File: src/rtl/arb_pkg.sv
// Shared types and helpers for the arbiter requester: width constants,
// the requester FSM state type and one-hot helper functions.
package arb_pkg;

  localparam int N    = 8;
  localparam int IDXW = $clog2(N);

  typedef enum logic {
    IDLE = 1'b0,
    OWN  = 1'b1
  } arb_state_e;

  // Index of the set bit; only meaningful when the input is one-hot.
  function automatic logic [IDXW-1:0] onehot_to_idx(input logic [N-1:0] oh);
    logic [IDXW-1:0] idx;
    idx = '0;
    for (int i = 0; i < N; i++) begin
      if (oh[i]) idx = idx | IDXW'(i);
    end
    return idx;
  endfunction

  // True when exactly one bit is set.
  function automatic logic is_onehot(input logic [N-1:0] v);
    return (v != '0) && ((v & (v - N'(1))) == '0);
  endfunction

endpackage

File: src/rtl/onehot_encoder.sv
// Combinational one-hot to index encoder, the inverse of the arbiter's
// index-to-one-hot grant output. Reports whether any bit is set and
// whether the input is a legal one-hot code.
module onehot_encoder
  import arb_pkg::*;
(
  input  logic [N-1:0]    onehot_i,
  output logic [IDXW-1:0] idx_o,
  output logic            valid_o,
  output logic            onehot_ok_o
);

  // Encode and classify the grant vector.
  always_comb begin
    idx_o       = onehot_to_idx(onehot_i);
    valid_o     = |onehot_i;
    onehot_ok_o = is_onehot(onehot_i);
  end

endmodule

File: src/rtl/arb_requester.sv
// Requester-side companion to a fixed-priority one-hot arbiter.
// Request strobes are latched into pending bits and offered to the arbiter
// while IDLE; a legal grant starts an ownership tenure of HOLD_CYCLES
// cycles, after which the owner's pending bit is retired. Illegal grants
// set a sticky error flag.
// Handshake: in IDLE req mirrors pending and the arbiter answers with a
// same-cycle one-hot gnt; a legal gnt is accepted at the next rising edge.
// In OWN req is 0 and gnt is expected to be 0.
module arb_requester
  import arb_pkg::*;
#(
  parameter int HOLD_CYCLES = 4
) (
  input  logic            clk,
  input  logic            rst_n,
  input  logic [N-1:0]    src_pulse,
  output logic [N-1:0]    req,
  input  logic [N-1:0]    gnt,
  output logic            owner_valid,
  output logic [IDXW-1:0] owner_idx,
  output logic            done_pulse,
  output logic [N-1:0]    pending,
  output logic            drop_pulse,
  output logic            gnt_err,
  input  logic            err_clr,
  output logic            state_dbg
);

  localparam int CW = $clog2(HOLD_CYCLES + 1);

  arb_state_e      state_q, state_d;
  logic [CW-1:0]   cnt_q, cnt_d;
  logic [IDXW-1:0] idx_q, idx_d;
  logic [N-1:0]    pend_q, pend_d;
  logic [N-1:0]    clr_mask;
  logic            err_q, err_d, err_set;
  logic [IDXW-1:0] gnt_idx;
  logic            gnt_any, gnt_ok, legal;

  onehot_encoder u_enc (
    .onehot_i    (gnt),
    .idx_o       (gnt_idx),
    .valid_o     (gnt_any),
    .onehot_ok_o (gnt_ok)
  );

  // In IDLE req equals pend_q, so the request check uses pend_q directly.
  assign legal = gnt_ok && ((gnt & ~pend_q) == '0);

  // Next-state, tenure counter, owner capture, pending and error update.
  always_comb begin
    state_d     = state_q;
    cnt_d       = cnt_q;
    idx_d       = idx_q;
    err_set     = 1'b0;
    req         = '0;
    owner_valid = 1'b0;
    done_pulse  = 1'b0;
    clr_mask    = '0;
    case (state_q)
      IDLE: begin
        req = pend_q;
        if (pend_q != '0) begin
          if (legal) begin
            state_d = OWN;
            idx_d   = gnt_idx;
            cnt_d   = CW'(HOLD_CYCLES - 1);
          end else begin
            err_set = 1'b1;
          end
        end else if (gnt_any) begin
          err_set = 1'b1;
        end
      end
      OWN: begin
        owner_valid = 1'b1;
        if (gnt_any) err_set = 1'b1;
        if (cnt_q == '0) begin
          done_pulse = 1'b1;
          clr_mask   = N'(1) << idx_q;
          state_d    = IDLE;
        end else begin
          cnt_d = cnt_q - CW'(1);
        end
      end
      default: state_d = IDLE;
    endcase
    // A new strobe wins over the retiring clear, re-queuing that source.
    pend_d = (pend_q & ~clr_mask) | src_pulse;
    // A fresh error wins over a same-cycle clear.
    err_d  = err_set ? 1'b1 : (err_clr ? 1'b0 : err_q);
  end

  // State registers with asynchronous active-low reset.
  always_ff @(posedge clk or negedge rst_n) begin
    if (!rst_n) begin
      state_q <= IDLE;
      cnt_q   <= '0;
      idx_q   <= '0;
      pend_q  <= '0;
      err_q   <= 1'b0;
    end else begin
      state_q <= state_d;
      cnt_q   <= cnt_d;
      idx_q   <= idx_d;
      pend_q  <= pend_d;
      err_q   <= err_d;
    end
  end

  assign owner_idx  = owner_valid ? idx_q : '0;
  assign pending    = pend_q;
  assign drop_pulse = |(src_pulse & pend_q & ~clr_mask);
  assign gnt_err    = err_q;
  assign state_dbg  = (state_q == OWN);

endmodule
File: config.mk
export PLATFORM = sky130hd
export DESIGN_NAME = arb_requester
export DESIGN_NICKNAME = d
export VERILOG_FILES = /design/src/rtl/arb_pkg.sv /design/src/rtl/onehot_encoder.sv /design/src/rtl/arb_requester.sv
export SDC_FILE = /design/constraint.sdc
export NUM_CORES = 1
export LEC_CHECK = 0
export ABC_AREA = 1
export CORE_MARGIN = 2
export CORE_UTILIZATION = 44
export DETAILED_ROUTE_END_ITERATION = 10
export PLACE_DENSITY_LB_ADDON = 0.12
export SYNTH_ARGS = -nofsm -noshare
export SYNTH_HDL_FRONTEND = slang
export SYNTH_SLANG_ARGS = --single-unit
File: constraint.sdc
create_clock -name clk -period 1.9 [get_ports clk]
set_input_delay 0.285 -clock clk [delete_from_list [all_inputs] [get_ports clk]]
set_output_delay 0.285 -clock clk [all_outputs]
set_load 0.01 [all_outputs]
==> metrics <==
status finished, violations left; failing checks negative setup slack; Initial Utilization 46.2%; worst stage delay on the critical path 400 ps; Critical Path RT 1620 ps; library cells used by synthesis 26; Seq pwr share 37.1%; Net Sw Frac 33.5%; GP Congestion 0.843; Synth Area per Inst 6.60 µm²; Max Clock Skew 10.2 ps; Yosys warnings 0; final setup fails 2; Iteration-0 DRC Markers 27; Max Root-Sink Buffers 2; number of remaining DRC errors 0; Fin. Hold Viols 0; most frequent cells in the layout 53 x nand2_1, 36 x clkdlybuf4s50_1, 27 x inv_1, 25 x nor2_1, 15 x dfrtp_1; Tot GR Track Use 23.5%; setup slack after layout -267 ps; diode count 0; Critical Path Start Type register; Area Overhead vs Synth 57.7%; HP Class input port to asynchronous set/reset pin; Clk pwr share 20.6%; slew margin rel. 78.7%; initial antenna violation count 0; share of layout cells above drive strength 1 19.7%; CP arrival 1880 ps; actual slew at the worst max-slew pin 320 ps; post-synthesis sequential area ratio 35.3%; # clock sinks 16; Routed WL 3.38 mm; ys async rst share 100%; grt total ovfl 0; First-pass DRT Iterations 4; Crit Path Max Fanout 4; via/cell ratio 4.92; PwrDens 628 mW/mm²; Combinational Power Share 42.4%; CP max-delay cell dfrtp_1; Row Count 18; pin count of the biggest net entering global routing 17; I/O pin count 43; Leak Pwr 0.904 nW; P_sw 0.000376 W; Fin Hold WS 295 ps; # port buffers 42; TritonCTS clock tree built; dpl ws -324 ps; nature of the critical path endpoint output port; setup total negative slack -336 ps; H-tree Lvls 1; Max Slew Vio Count 0; Synth Flop Type dfrtp_1; VDD IR-drop max 564 µV; Sequential cell area 402 µm²; via count 1273; Worst-path clk slew 100 ps; Post-DP HPWL 2.33 mm; total core area 0.00245 mm²; Period minus WS final 2170 ps; synthesized cell area 0.00113 mm²; area of the multi-input gates 669 µm²; Synth Register Bits 16; fmax 462 MHz; fin nets 251; first-pass GRT wire length 4.95 mm; filler instances 202; maxcap violations 0; Post-Syn Instances 172; CTS Root Buffer Type clkbuf_4; antenna viol nets, final 0; Syn Nets 193; drt wl/cell 13.1 µm; Die Ht 54.8 µm; placed cells 249; CP Cell Sequence inv_1, ha_2, ha_4, nand2_1, nor3_1, nor2_1, nand2_1, nand2_1, nor2_1, nand2_1, buf_2; Top cell by count, worst path nand2_1; die width 54.8 µm; Die ar. 0.00300 mm²; Post-synth EDFFs 0; Worst Path Class, Setup register to output port; Finished Layout Cells 259; period utilization 114%; RSZ-0062 raised after global routing true; Int Power 0.000747 W; number of global-route vias before repair 1186; latest clock arrival within the worst-skew pair 300 ps; most common cell after layout, fill and taps aside nand2_1; CTS Buf Count 3
flip-flops by register name, summed over array words and instances, names as in the netlist:
register and flops:
pending 8, cnt_q 3, idx_q 3, gnt_err 1, state_dbg 1
repair_timing:
action                                  CTS  global route
resized for setup                        21            10
pin swaps                                 8             6
endpoints found under the setup margin    2            13
hold buffers                              0             0
buffers inserted                          4             2
layout make-up:
cell class / count / share of cell area [%]
clock buffer: 4 / 2.03
inverter: 29 / 6.08
multi-input combinational: 124 / 37.4
sequential: 16 / 22.4
tap: 30 / 2.10
timing repair buffer: 56 / 29.9
per-layer routing:
metal | track usage, % | up-vias | wire, µm | part of all wire, %
li1 | - | 641 | - | -
met1 | 28.0 | 583 | 1400 | 41
met3 | 1.91 | 5 | 187 | 5.5
met4 | 10.0 | 0 | 40 | 1.2
met2 | 42.7 | 44 | 1750 | 52
met5 | 0 | - | 0 | 0
synth_stat cells, types with 2 or more instances:
library cell / count / area [µm²]
a21o_1: 4 / 30.0
buf_4: 2 / 15.0
dfrtp_1: 16 / 400
ha_1: 2 / 25.0
inv_1: 28 / 105
nand2_1: 55 / 206
nand3_1: 13 / 65.1
nand4_1: 2 / 12.5
nor2_1: 26 / 97.6
nor2_4: 4 / 45.0
nor3_1: 3 / 15.0
o21ai_1: 2 / 10.0
or2_2: 2 / 12.5
logic make-up (layout without fill, tap and decap cells):
logic type / after synthesis / after routing / share of synthesized area, %
buf+inv: 32 / 89 / 11.2
fa+ha+maj: 2 / 2 / 2.20
compound gates: 11 / 11 / 6.39
simple gates: 111 / 111 / 44.9
flops: 16 / 16 / 35.3
critical path: cells and delay by family, from the launching register on:
family / cells / cell delay, ps
adders and majority gates: 2 / 360
buffers and inverters: 2 / 200
DFF: 1 / 400
and+or+nand+nor: 7 / 620
path summary, 6_finish.rpt:
| kind | slack, ps | startpoint | depth (start not counted) | endpoint |
|---|---|---|---|---|
| min in group clk | 520 | gnt_err | 2 | gnt_err |
| hold / removal | 300 | rst_n | 2 | idx_q[1] |
| setup / recovery | -270 | cnt_q[1] | 11 | drop_pulse |
| setup reg to reg | 310 | cnt_q[1] | 7 | pending[6] |
| hold reg to reg | 520 | gnt_err | 2 | gnt_err |
| max in group asynchronous | 1410 | rst_n | 2 | state_dbg |
power groups by stage:
stage	Combinational [W]	Sequential, W	Clock, W
floorplan	0.000191	0.000411	0
global placement	0.000343	0.000414	0
detailed placement	0.000355	0.000415	0
CTS	0.000433	0.000412	0.000231
global route	0.000510	0.000419	0.000235
finish	0.000476	0.000416	0.000231
through the flow:
| step | utilization [%] | total power [W] | instance area [µm²] |
|---|---|---|---|
| final | 72.9 | 0.00112 | 1790 |
| after global routing | 72.9 | 0.00116 | 1790 |
| after CTS | 71.2 | 0.00108 | 1750 |
| after detailed placement | 66.6 | 0.000770 | 1630 |
| after global placement | 66.6 | 0.000757 | 1630 |
| after floorplan | - | 0.000602 | 1130 |
No activity file was read; power rests on OpenSTA's default activity.
